--- src/rtl/apb_slave_regfile.sv ---
`default_nettype none
// ============================================================================
// Module   : apb_slave_regfile
// Brief    : APB3 completer holding NUM_REGS word registers with registered
//            outputs and PSLVERR on bad addresses. Defining APB_SLV_WAIT_EN
//            inserts WAIT_CYCLES wait states into every transfer.
// Revision : 1.0 - initial release
// ============================================================================
module apb_slave_regfile #(
    parameter int unsigned ADDR_WIDTH  = 32,
    parameter int unsigned DATA_WIDTH  = 32,
    parameter int unsigned NUM_REGS    = 16,
    parameter int unsigned WAIT_CYCLES = 2
) (
    input  logic                  PCLK,
    input  logic                  PRESET,
    input  logic                  PSEL,
    input  logic                  PENABLE,
    input  logic                  PWRITE,
    input  logic [ADDR_WIDTH-1:0] PADDR,
    input  logic [DATA_WIDTH-1:0] PWDATA,
    output logic [DATA_WIDTH-1:0] PRDATA,
    output logic                  PREADY,
    output logic                  PSLVERR
);

    localparam int unsigned IDX_W   = $clog2(NUM_REGS);
    localparam int unsigned IDX_LSB = 2;
    localparam int unsigned IDX_MSB = IDX_W + 1;

`ifdef APB_SLV_WAIT_EN
    localparam int unsigned WCNT_W    = 4;
    localparam logic [WCNT_W-1:0] WAIT_LOAD =
        (WAIT_CYCLES == 0) ? '0 : WCNT_W'(WAIT_CYCLES - 1);

    typedef enum logic [1:0] {
        ST_IDLE  = 2'd0,
        ST_WAIT  = 2'd1,
        ST_READY = 2'd2
    } state_t;
`else
    // Zero-wait build: the wait count has no effect on the hardware.
    localparam int unsigned c_unused_wait_cycles = WAIT_CYCLES;

    typedef enum logic [1:0] {
        ST_IDLE  = 2'd0,
        ST_READY = 2'd2
    } state_t;
`endif

    state_t                  state_q, state_d;
    logic [IDX_W-1:0]        idx_q, idx_d;
    logic                    err_q, err_d;
    logic                    pwrite_q, pwrite_d;
    logic [DATA_WIDTH-1:0]   pwdata_q, pwdata_d;
    logic [DATA_WIDTH-1:0]   prdata_q, prdata_d;
    logic                    pready_q, pready_d;
    logic                    pslverr_q, pslverr_d;
    logic [DATA_WIDTH-1:0]   regs_q [NUM_REGS];
    logic [DATA_WIDTH-1:0]   regs_d [NUM_REGS];
`ifdef APB_SLV_WAIT_EN
    logic [WCNT_W-1:0]       wcnt_q, wcnt_d;
`endif

    logic                    w_setup;
    logic                    w_access;
    logic [IDX_W-1:0]        w_idx;
    logic                    w_err;
    logic                    w_src_err;
    logic                    w_src_wr;
    logic [IDX_W-1:0]        w_src_idx;
    logic                    w_load_ready;

    assign w_setup  = PSEL & ~PENABLE;
    assign w_access = PSEL & PENABLE;
    assign w_idx    = PADDR[IDX_MSB:IDX_LSB];

    // With NUM_REGS a power of two the index field spans exactly the bank,
    // so an out-of-range index always shows up as a nonzero bit above it.
    assign w_err = (PADDR[1:0] != 2'b00) ||
                   (PADDR[ADDR_WIDTH-1:IDX_MSB+1] != '0);

    // Entering READY straight from IDLE uses the live bus; from WAIT it uses
    // the values captured during setup.
    assign w_src_err = (state_q == ST_IDLE) ? w_err  : err_q;
    assign w_src_wr  = (state_q == ST_IDLE) ? PWRITE : pwrite_q;
    assign w_src_idx = (state_q == ST_IDLE) ? w_idx  : idx_q;

    always_comb begin
        state_d      = state_q;
        idx_d        = idx_q;
        err_d        = err_q;
        pwrite_d     = pwrite_q;
        pwdata_d     = pwdata_q;
        prdata_d     = '0;
        pready_d     = 1'b0;
        pslverr_d    = 1'b0;
        regs_d       = regs_q;
        w_load_ready = 1'b0;
`ifdef APB_SLV_WAIT_EN
        wcnt_d       = wcnt_q;
`endif

        case (state_q)
            ST_IDLE: begin
                if (w_setup) begin
                    idx_d    = w_idx;
                    err_d    = w_err;
                    pwrite_d = PWRITE;
                    pwdata_d = PWDATA;
`ifdef APB_SLV_WAIT_EN
                    if (WAIT_CYCLES != 0) begin
                        wcnt_d  = WAIT_LOAD;
                        state_d = ST_WAIT;
                    end else begin
                        w_load_ready = 1'b1;
                    end
`else
                    w_load_ready = 1'b1;
`endif
                end
            end
`ifdef APB_SLV_WAIT_EN
            ST_WAIT: begin
                if (!PSEL) begin
                    state_d = ST_IDLE;
                end else if (PENABLE) begin
                    if (wcnt_q == '0) begin
                        w_load_ready = 1'b1;
                    end else begin
                        wcnt_d = wcnt_q - 1'b1;
                    end
                end
            end
`endif
            ST_READY: begin
                state_d = ST_IDLE;
                // A dropped PSEL here aborts the transfer without a commit.
                if (w_access && pwrite_q && !err_q) begin
                    regs_d[idx_q] = pwdata_q;
                end
            end
            default: begin
                state_d = ST_IDLE;
            end
        endcase

        if (w_load_ready) begin
            state_d   = ST_READY;
            pready_d  = 1'b1;
            pslverr_d = w_src_err;
            prdata_d  = (w_src_err || w_src_wr) ? '0 : regs_q[w_src_idx];
        end
    end

    always_ff @(posedge PCLK) begin
        if (PRESET) begin
            state_q   <= ST_IDLE;
            idx_q     <= '0;
            err_q     <= 1'b0;
            pwrite_q  <= 1'b0;
            pwdata_q  <= '0;
            prdata_q  <= '0;
            pready_q  <= 1'b0;
            pslverr_q <= 1'b0;
            regs_q    <= '{default: '0};
`ifdef APB_SLV_WAIT_EN
            wcnt_q    <= '0;
`endif
        end else begin
            state_q   <= state_d;
            idx_q     <= idx_d;
            err_q     <= err_d;
            pwrite_q  <= pwrite_d;
            pwdata_q  <= pwdata_d;
            prdata_q  <= prdata_d;
            pready_q  <= pready_d;
            pslverr_q <= pslverr_d;
            regs_q    <= regs_d;
`ifdef APB_SLV_WAIT_EN
            wcnt_q    <= wcnt_d;
`endif
        end
    end

    assign PRDATA  = prdata_q;
    assign PREADY  = pready_q;
    assign PSLVERR = pslverr_q;

endmodule
`default_nettype wire

--- config.mk ---
export PLATFORM = sky130hd
export DESIGN_NAME = apb_slave_regfile
export DESIGN_NICKNAME = d
export VERILOG_FILES = /design/src/rtl/apb_slave_regfile.sv
export SDC_FILE = /design/constraint.sdc
export NUM_CORES = 1
export LEC_CHECK = 0
export CORE_AREA = 2 2 285 287
export CTS_BUF_LIST = sky130_fd_sc_hd__clkbuf_4 sky130_fd_sc_hd__clkbuf_8
export DETAILED_ROUTE_END_ITERATION = 8
export DIE_AREA = 0 0 287 289
export GPL_TIMING_DRIVEN = 0
export PLACE_DENSITY = 0.46
export SYNTH_ARGS = -nofsm -noshare
export SYNTH_HDL_FRONTEND = slang
export SYNTH_SLANG_ARGS = --single-unit
--- constraint.sdc ---
create_clock -name PCLK -period 2 [get_ports PCLK]
set_input_delay 0.2 -clock PCLK [delete_from_list [all_inputs] [get_ports PCLK]]
set_output_delay 0.2 -clock PCLK [all_outputs]
set_load 0.05 [all_outputs]
### Word-level counts from Yosys, hierarchy flattened

Cells that the tools add are included.

* memories: 0
* memory bits (writable): 0
* bits of input ports: 69
* latch bits: 0
* ROM bits: 0
* output and inout bits: 34
* word-level logic and storage cells: 61
* register bits after elaboration: 585

* reduce and logical (&&, ||, !) cells: 13
* order comparisons: 3
* bitwise operators: 6
* div/mod/pow operators: 0
* equality and inequality tests: 1
* $mul: 0
* mux-type cells: 14
* add/sub/neg operators: 0
* shifts and indexed selects: 0

Operators by type and width (count)
* bitwise mux 512 bit: 1
* binary-select mux 32 bit (select 4 bit): 1
* demux 32 bit (select 4 bit): 1
* 2-to-1 mux 32 bit: 3
* nonzero test 26 bit: 1
* >= comparator 5 bit, second input constant: 2
* NOT 4 -> 5 bit: 2
* < comparator 5 x 1 -> 1 bit, second input constant: 1
* 2-to-1 mux 1 bit: 5
* 2-to-1 mux 2 bit: 2
* 2-to-1 mux 4 bit: 1
* AND reduction 2 bit: 2
* logical AND 1 bit: 3
* OR reduction 3 bit: 1
* bitwise AND 1 bit: 2
* zero test 2 bit: 1
* logical OR 1 bit: 2
* inequality test 2 bit, second input constant: 1
* NOT 1 bit: 2
* nonzero test 2 bit: 1
* OR reduction 2 bit: 1
* zero test 1 bit: 1

### Longest topological paths before layout

Gate-level depths: netlist of the first run.

* depth in word-level cells: 6
* mapped depth: 9
* depth with buffers taken out: 5

### Worst setup path after synthesis of the first run

OpenSTA, ideal clock, no wires.

* path kind: register to register
* from: register state_q[1]
* to: register prdata_q[11], in the netlist PRDATA[11]
* arrival: 1652 ps
* path buffers: 3
* stages on the path, launching flop included: 9
* path slack: 274 ps
* path through: dfxtp_1 > buf_6 > mux2_4 > or3_1 > buf_2 > buf_6 > a21oi_1 > nor2_1 > a31oi_1

* cells in the longest elaborated chain, start to end: 6

RTL lines
* start: declaration: line 51 `state_t state_q, state_d;`
* start signal: assignment: line 171 `state_q <= state_d;`
* zero test 2 bit *
* 2-to-1 mux 4 bit: line 87 `assign w_src_idx = (state_q == ST_IDLE) ? w_idx : idx_q;`
* NOT 4 -> 5 bit (not written as such): line 152 `prdata_d = (w_src_err || w_src_wr) ? '0 : regs_q[w_src_idx];`
* binary-select mux 32 bit (select 4 bit): line 152
* 2-to-1 mux 32 bit (not written as such) (2 in series): line 152
* end signal: assignment: line 176 `prdata_q <= prdata_d;`
* end: declaration: line 56 `logic [DATA_WIDTH-1:0] prdata_q, prdata_d;`

Mark *: on every way between the ends. The rest lies on a longest branch, timed or not. The select of a mux whose other input is x is not followed.
A chain may end at the register's enable or synchronous reset.

### Worst setup path in the final report of the first run

Same ends and word-level chain as after synthesis.

==> impl_metrics.csv, run 1 <==
group,metric,value,unit
floorplanning,initial_core_util,30.6,%
sta,slew_viol_final,0,
cts,cts_tree,"built",
floorplanning,io_pins,103,
detailed_routing,drt_iter0_markers,1379,
sta,tightest_slew,0.968,ns
yosys,ys_warn_count,0,
cts,worstSkewPairLatency,0.74,ns
floorplanning,die_h,289,um
global_routing,grt.total_usage,20.8,%
layout,layout-area-overhead-vs-synth,33.2,%
yosys,yosysTopAreaCellShare,47.8,%
setup_path,max_stage_delay,0.38,ns
setup_path,worstPathRequired,2.59,ns
sta,finalHoldViolations,0,
setup_path,worst-path-stages,9,
detailed_routing,vias_per_cell,4.80,
setup_path,cp.arrival,2.96,ns
sta,fin_skew,0.0468,ns
setup_path,path_buf_inv,4,
yosys,netlist_area,24500,sq um
cts,root_buffer,"clkbuf_8",
yosys,synth.distinct_cells,31,
floorplanning,die-area,82900,sq um
cts,cts_sinks,585,
yosys,synth_top_area_cell,"dfxtp_1",
worst_hold_path,hold_path.class,"input port to register",
setup_path,crit_path_max_fanout,7,
floorplanning,fp-row-count,104,
yosys,async_reset_ff_share,0,%
setup_path,reg2reg_depth,9,
sta,slew-limit-headroom,35.5,%
setup_path,r2r_setup_slack,-0.37,ns
layout,drive_gt1_share,20.7,%
yosys,synth.yosys.seq_area_share,47.8,%
sta,final.setup.worst_slack,-0.366,ns
sta,setup_violations,224,
detailed_routing,postRouteWirelength,88500,um
worst_hold_path,holdPathStages,3,
global_routing,grt.overflow.total,0,
cts,path_clk_slew,0.06,ns
pwr,p_total,25.8,mW
cts,cts_max_path_buffers,3,
yosys,synthesis.nets,3408,
yosys,synth.most_common_cell,"nand2_1",
place,io_buffers,101,
detailed_routing,wl_per_cell,18.6,um
detailed_routing,vias,22857,
setup_path,crit_top_cell,"buf_12",
place,place_congestion,0.827,
setup_path,cpMaxStageDelayCell,"dfxtp_4",
pwr,peakVddDrop,0.473,mV
yosys,synth_top_flop_cell,"dfxtp_1",
layout,seq_area,11700,sq um
floorplanning,die-width,287,um
global_routing,grt_max_degree,15,
cts,numCtsBuffers,105,
sta,rsz0062_at_grt,"yes",
global_routing,grt_pass1_wl,134000,um
setup_path,crit_type,"register to register",
yosys,syn_inst,3339,
detailed_routing,drc,0,
sta,fin_tns_setup,-20.82,ns
sta,timing.fmax,423,MHz
yosys,ys_ff_latch,585,
setup_path,cp_top_family,"compound AO/OA/AOI/OAI gates",
outcome,status,"finished with violations",
setup_path,worstSetupStartpointType,"register",
setup_path,endpoint_kind,"register",
detailed_routing,firstDrtPassIters,5,
outcome,failed_checks,"negative setup slack",
setup_path,path_cells,"buf_12, mux2i_4, buf_6, buf_12, clkbuf_16, nand2_4, a32oi_2, nand4_1, a31oi_2",
cts,htreeDepth,3,
yosys,synth_edf_count,0,
layout,fin_cells,4757,
place,dp.cells,4500,
sta,period_needed,2.37,ns
job,maxCapViolCount,0,
global_routing,grt_antenna_before_repair,1,
layout,fin_nets,3686,
floorplanning,core,79900,sq um
detailed_routing,drtAntennaViolNets,0,
place,place_hpwl,63900,um
yosys,syn_avg_cell_area,7.33,sq um
pwr,p_leak,10.4,nW
global_routing,grt_pass1_vias,21967,
yosys,synth_commonest_cells,"1422 x nand2_1, 585 x dfxtp_1, 573 x a21oi_1, 260 x clkbuf_1, 99 x mux2i_1",
sta,min_period_over_period,118,%
layout,multi_input_area,13100,sq um
layout,fillers,8419,
yosys,yosys-top-cells-area,"dfxtp_1 48%, nand2_1 22%, a21oi_1 12%",
pwr,p_per_area,790,nW/um^2
[report_power, final]
part	leakage [nW]	internal (mW)	switching, mW	total, mW
registers	4.72	11.7	0.0203	11.7
clock network	1.20	6.84	5.28	12.1
logic	4.52	0.654	1.29	1.94
[registers in the layout (all words and copies together) (netlist names)]
| register | flops |
|---|---|
| regs_q | 512 |
| idx_q | 4 |
| pwdata_q | 32 |
| PREADY | 1 |
| PRDATA | 32 |
| state_q | 1 |
| PSLVERR | 1 |
| err_q | 1 |
| pwrite_q | 1 |
[worst paths after layout]
kind | to | startpoint
max | PRDATA[11] | state_q[1]
min reg2reg | regs_q[455] | regs_q[455]
max reg2reg | PRDATA[11] | state_q[1]
min | pwdata_q[31] | PWDATA[31]
[cell usage in the layout (no fill, tap or decap), drive strengths merged, types with 11 or more instances in the layout]
cell,n
a21oi,613
a31oi,32
a32oi,32
buf,161
clkbuf,370
clkdlybuf4s50,67
clkinv,11
dfxtp,585
dlygate4sd2,34
dlygate4sd3,31
mux2i,99
nand2,1422
nand3,65
nand4,34
nor2,53
o22a,32
or2,12
[what timing repair did]
item                       in CTS  in global routing
hold buffers                   31                  0
hold endpoints to repair       31                  0
gates cloned                    3                 15
pin swaps                      62                166
setup endpoints to repair     570                490
gates resized for setup       374                507
buffers inserted               16                 22
[kinds of logic after synthesis]
kind of cell           Yosys count  synth area share [%]
and+or+nand+nor               1613                  25.9
buffers and inverters          327                  5.64
muxes                          103                  4.26
DFF                            585                  47.8
AOI/OAI and AO/OA              711                  16.3
[through the flow]
stage                     hold slack (ns)  cell area [sq um]  setup slack [ns]  utilization (%)
final                              0.0622              32600            -0.366             40.8
after floorplan                     0.336              24500             0.274                -
after detailed placement            0.446              26800             -1.20             33.6
after CTS                         0.00233              30800            -0.260             38.5
after global placement              0.441              26800             -1.15             33.6
after global routing               0.0306              32600            -0.352             40.8
[layer usage]
metal,part of all wire (%),up-vias,global-route usage (%),wire (um)
li1,-,11540,-,-
met1,47,10709,28.7,41700
met2,46,476,33.5,40600
met3,4.8,132,3.47,4210
met4,2.3,0,5.82,2060
met5,0,-,0,0
[cell type report]
cell class / instances / share of cell area (%)
clock buffer: 166 / 6.39
buffer: 310 / 6.40
antenna: 3 / 0.0230
multi-input combinational: 2427 / 40.2
clock inverter: 18 / 0.495
sequential: 585 / 35.9
timing repair buffer: 188 / 6.51
tap: 1060 / 4.07
[worst register-to-register path: stages (launching register included)]
cell       delay [ns]
dfxtp_4          0.38
buf_12           0.14
mux2i_4          0.28
buf_6            0.15
buf_12           0.16
clkbuf_16        0.17
nand2_4          0.04
a32oi_2          0.26
nand4_1          0.30
a31oi_2          0.39
(Power assumes the default switching activity.)
==> inputs of run 2 (changes only) <==
Settings changed: CORE_AREA 2 2 285 287 to 2 2 271 300, DIE_AREA 0 0 287 289 to 0 0 273 302.
Clock period 2 ns to 2.4 ns, I/O delays scaled along.
==> impl_metrics.csv, run 2 (synthesis results as in run 1) <==
group,metric,value,unit
outcome,status,"finished with violations",
outcome,failed_checks,"negative setup slack",
detailed_routing,drtAntennaViolNets,0,
cts,cts_tree,"built",
place,dp.cells,4494,
floorplanning,die-area,82400,sq um
setup_path,cp_top_family,"compound AO/OA/AOI/OAI gates",
setup_path,critPathLaunch,"state_q[1]",
detailed_routing,drc,0,
setup_path,timing.rr.start,"state_q[1]",
layout,final_common_cell,"nand2_1",
floorplanning,core,79600,sq um
layout,regMostFlops,"regs_q",
layout,fin_cells,4690,
sta,setup_violations,1,
sta,finalHoldViolations,0,
detailed_routing,wl_per_cell,18.1,um
global_routing,grt_pass1_vias,21315,
sta,period_needed,2.40,ns
cts,numCtsBuffers,101,
global_routing,grt.total_usage,20.3,%
setup_path,worstSetupStartpointType,"register",
global_routing,grt_pass1_wl,129000,um
cts,path_clk_slew,0.06,ns
sta,final.setup.worst_slack,-0.00200,ns
floorplanning,die_h,302,um
global_routing,grt.overflow.total,0,
pwr,p_total,21.0,mW
setup_path,cp.arrival,3.02,ns
setup_path,cpMaxStageDelayCell,"mux2i_4",
detailed_routing,postRouteWirelength,84800,um
cts,root_buffer,"clkbuf_8",
layout,fin_util,37.2,%
detailed_routing,drt_iter0_markers,1263,
layout,layout-area-overhead-vs-synth,21.1,%
place,place_hpwl,64300,um
setup_path,endpoint_kind,"register",
global_routing,grtUsageMet3,2.99,%
global_routing,use_met2,35.2,%
setup_path,path_cells,"buf_6, mux2i_4, buf_8, buf_4, nand2_1, a32oi_2, nand4_1, a31oi_2",
place,postPlaceCellArea,26800,sq um
global_routing,grt_antenna_before_repair,3,
setup_path,reg2reg_depth,8,
job,maxCapViolCount,0,
setup_path,crit_type,"register to register",
floorplanning,initial_core_util,30.7,%
sta,slew_viol_final,0,
pwr,p_leak,9.08,nW
sta,holdWs,0.0811,ns
setup_path,max_stage_delay,0.38,ns
worst_hold_path,hold_path.class,"input port to register",
sta,rsz0062_at_grt,"yes",
floorplanning,die-width,273,um
layout,fin_area,29600,sq um
layout,drive_gt1_share,11.1,%
pwr,p_per_area,707,nW/um^2
global_routing,grt_max_degree,14,
layout,largest_reg_flops,512,
pwr,peakVddDrop,0.358,mV
floorplanning,fp-row-count,109,
cts,worstSkewPairLatency,0.72,ns
sta,tightest_slew,0.857,ns
worst_hold_path,holdPathStages,3,
floorplanning,io_pins,103,
setup_path,path_buf_inv,3,
detailed_routing,vias,22106,
sta,timing.fmax,416,MHz
sta,min_period_over_period,100,%
worst_hold_path,hp-start,"PWDATA[19]",
setup_path,worst-path-stages,8,
cts,cts_sinks,585,
global_routing,grt_busiest_layer,"met2",
setup_path,crit_path_max_fanout,10,
detailed_routing,firstDrtPassIters,5,
sta,fin_skew,0.0395,ns
layout,fin_nets,3621,
cts,htreeDepth,3,
global_routing,grt_use_met1,26.2,%
detailed_routing,vias_per_cell,4.71,
place,io_buffers,101,
place,place_congestion,0.838,
setup_path,worstPathRequired,3.01,ns
layout,layout_common_cells,"1421 x nand2_1, 585 x dfxtp_1, 570 x a21oi_1",
sta,slew-limit-headroom,42.9,%
cts,cts_max_path_buffers,3,
==> run 2: where the power goes <==
group	total, mW	switching [mW]	internal [mW]
Combinational	1.38	0.985	0.391
Sequential	9.76	0.0134	9.74
Clock	9.82	4.32	5.50
==> run 2: area by class of cell <==
cell class              instances  area, sq um
fillers                      8622        50000
multi-input cells            2427        11800
flip-flops and latches        585        11700
clock buffers                 167         2100
plain buffers                 327         1480
well taps                    1054         1320
repair buffers                110         1080
clock inverters                19          106
diodes                          1         2.50
==> run 2: per-stage QoR <==
| step | setup slack (ns) | TNS, ns |
|---|---|---|
| CTS | -0.0309 | -0.0891 |
| detailed placement | -0.793 | -173.22 |
| finish | -0.00200 | -0.00200 |
| global route | -0.0327 | -0.0611 |
| floorplan | 0.674 | 0 |
| global placement | -0.860 | -166.24 |
==> run 2: path summary, 6_finish.rpt <==
check / to / slack [ns]
worst min-delay path: pwdata_q[19] / 0.08
worst max-delay path: PRDATA[20] / -0.002
worst max register to register: PRDATA[20] / -0.002
worst min register to register: regs_q[503] / 0.45
==> run 2: layer usage <==
layer / routed length, um / vias up
li1: - / 11380
met3: 3350 / 90
met2: 41100 / 417
met1: 38800 / 10219
met5: 0 / -
met4: 1590 / 0
==> run 2: tightest hold or removal path, stage by stage <==
cell and delay (ns):
clkdlybuf4s50_1 0.40, nand2_1 0.06, a21oi_1 0.05
==> run 2: timing repair <==
item / CTS / global route
endpoints found under the hold margin: 1 / 0
pin swaps: 11 / 21
hold buffers: 1 / 0
gates cloned: 0 / 0
endpoints found under the setup margin: 143 / 303
gates resized for setup: 67 / 68
buffers inserted: 1 / 7
==> inputs of run 3 (changes only) <==
Settings changed: CORE_AREA 2 2 271 300 to 3 3 272 301, DIE_AREA 0 0 273 302 to 0 0 275 304.
==> impl_metrics.csv, run 3 (synthesis results as in run 1) <==
group,metric,value,unit
outcome,status,"finished with violations",
outcome,failed_checks,"negative setup slack",
global_routing,grt_pass1_vias,21431,
pwr,p_leak,9.05,nW
setup_path,critPathLaunch,"state_q[1]",
pwr,peakVddDrop,0.336,mV
detailed_routing,vias,22104,
floorplanning,die-area,83600,sq um
place,postPlaceCellArea,26800,sq um
job,maxCapViolCount,0,
layout,layout_common_cells,"1421 x nand2_1, 584 x dfxtp_1, 572 x a21oi_1",
sta,min_period_over_period,101,%
place,dp.cells,4485,
detailed_routing,drc,0,
layout,drive_gt1_share,11.3,%
setup_path,cpMaxStageDelayCell,"dfxtp_2",
setup_path,worstSetupStartpointType,"register",
detailed_routing,drt_iter0_markers,1329,
floorplanning,die-width,275,um
global_routing,grt.total_usage,20.0,%
sta,tightest_slew,0.918,ns
layout,fin_nets,3624,
setup_path,crit_path_max_fanout,10,
floorplanning,initial_core_util,31.0,%
detailed_routing,vias_per_cell,4.73,
floorplanning,core,78900,sq um
floorplanning,fp-row-count,108,
cts,htreeDepth,3,
setup_path,endpoint_kind,"register",
sta,timing.fmax,413,MHz
cts,worstSkewPairLatency,0.69,ns
layout,final_common_cell,"nand2_1",
sta,rsz0062_at_grt,"yes",
pwr,p_per_area,700,nW/um^2
global_routing,grt_max_degree,14,
layout,largest_reg_flops,512,
layout,regMostFlops,"regs_q",
sta,final.setup.worst_slack,-0.0228,ns
cts,path_clk_slew,0.06,ns
detailed_routing,postRouteWirelength,85000,um
setup_path,max_stage_delay,0.37,ns
detailed_routing,wl_per_cell,18.2,um
setup_path,crit_type,"register to register",
sta,finalHoldViolations,0,
layout,fin_area,29600,sq um
floorplanning,io_pins,103,
setup_path,cp_top_family,"buffers and inverters",
place,place_congestion,0.845,
setup_path,path_cells,"buf_6, mux2i_4, buf_4, buf_12, clkbuf_4, nand2_1, a32oi_2, nand4_1, a31oi_4",
global_routing,grt_pass1_wl,130000,um
setup_path,cp.arrival,3.02,ns
sta,fin_skew,0.0231,ns
sta,setup_violations,5,
cts,cts_sinks,585,
sta,slew_viol_final,0,
place,place_hpwl,64400,um
floorplanning,die_h,304,um
layout,fin_cells,4678,
place,io_buffers,101,
worst_hold_path,hp-start,"PWDATA[11]",
setup_path,worstPathRequired,3.00,ns
setup_path,path_buf_inv,4,
sta,period_needed,2.42,ns
global_routing,grt.overflow.total,0,
global_routing,grt_antenna_before_repair,2,
layout,layout-area-overhead-vs-synth,20.9,%
worst_hold_path,hold_path.class,"input port to register",
cts,cts_max_path_buffers,3,
cts,root_buffer,"clkbuf_8",
detailed_routing,firstDrtPassIters,5,
cts,numCtsBuffers,102,
setup_path,timing.rr.start,"state_q[1]",
detailed_routing,drtAntennaViolNets,0,
cts,cts_tree,"built",
sta,slew-limit-headroom,38.8,%
-- run 3: stage by stage --
step                worst slack (ns)  total power [mW]  hold WS, ns  utilization (%)  setup TNS (ns)
floorplan                      0.674              10.7        0.376                -               0
global placement              -0.802              11.3        0.442             34.0         -163.34
detailed placement            -0.782              11.3        0.446             34.0         -172.38
CTS                          -0.0613              21.0       0.0205             37.0          -0.461
global route                 -0.0688              21.5       0.0609             37.5          -0.674
finish                       -0.0228              20.7       0.0940             37.5         -0.0702
-- run 3: layer usage --
layer | share of wire [%] | GRT usage (%) | wire (um)
met5 | 0 | 0 | 0
met2 | 48 | 33.8 | 40800
met4 | 2.4 | 6.13 | 2080
met3 | 4.5 | 2.90 | 3870
met1 | 45 | 26.3 | 38300
-- run 3: worst paths after layout --
kind	endpoint	slack, ns	depth (start not counted)
worst max-delay path	PRDATA[15]	-0.02	9
worst min-delay path	pwdata_q[11]	0.09	3
worst max register to register	PRDATA[15]	-0.02	9
worst min register to register	regs_q[511]	0.45	2
-- run 3: cell type report --
type | count | area [sq um]
Clock inverter | 18 | 126
Antenna cell | 2 | 5.00
Tap cell | 1045 | 1310
Buffer | 327 | 1480
Clock buffer | 162 | 1990
Timing Repair Buffer | 112 | 1090
Fill cell | 8517 | 49300
Sequential cell | 585 | 11700
Multi-Input combinational cell | 2427 | 11900
-- run 3: where the power goes --
part	switching [mW]	internal [mW]	total [mW]
Sequential	0.0146	9.75	9.76
Combinational	0.986	0.392	1.38
Clock	4.22	5.34	9.56
Total	5.22	15.5	20.7
-- run 3: timing repair --
item,CTS,global route
hold buffers,1,0
buffers inserted,2,7
pin swaps,4,33
cloned,0,1
gates resized for setup,56,93
hold endpoints to repair,1,0
endpoints found under the setup margin,122,317
-- run 3: worst reg2reg max path, cell delays in order (launching register included) --
cell	delay, ns
dfxtp_2	0.37
buf_6	0.16
mux2i_4	0.30
buf_4	0.18
buf_12	0.13
clkbuf_4	0.20
nand2_1	0.08
a32oi_2	0.25
nand4_1	0.34
a31oi_4	0.32
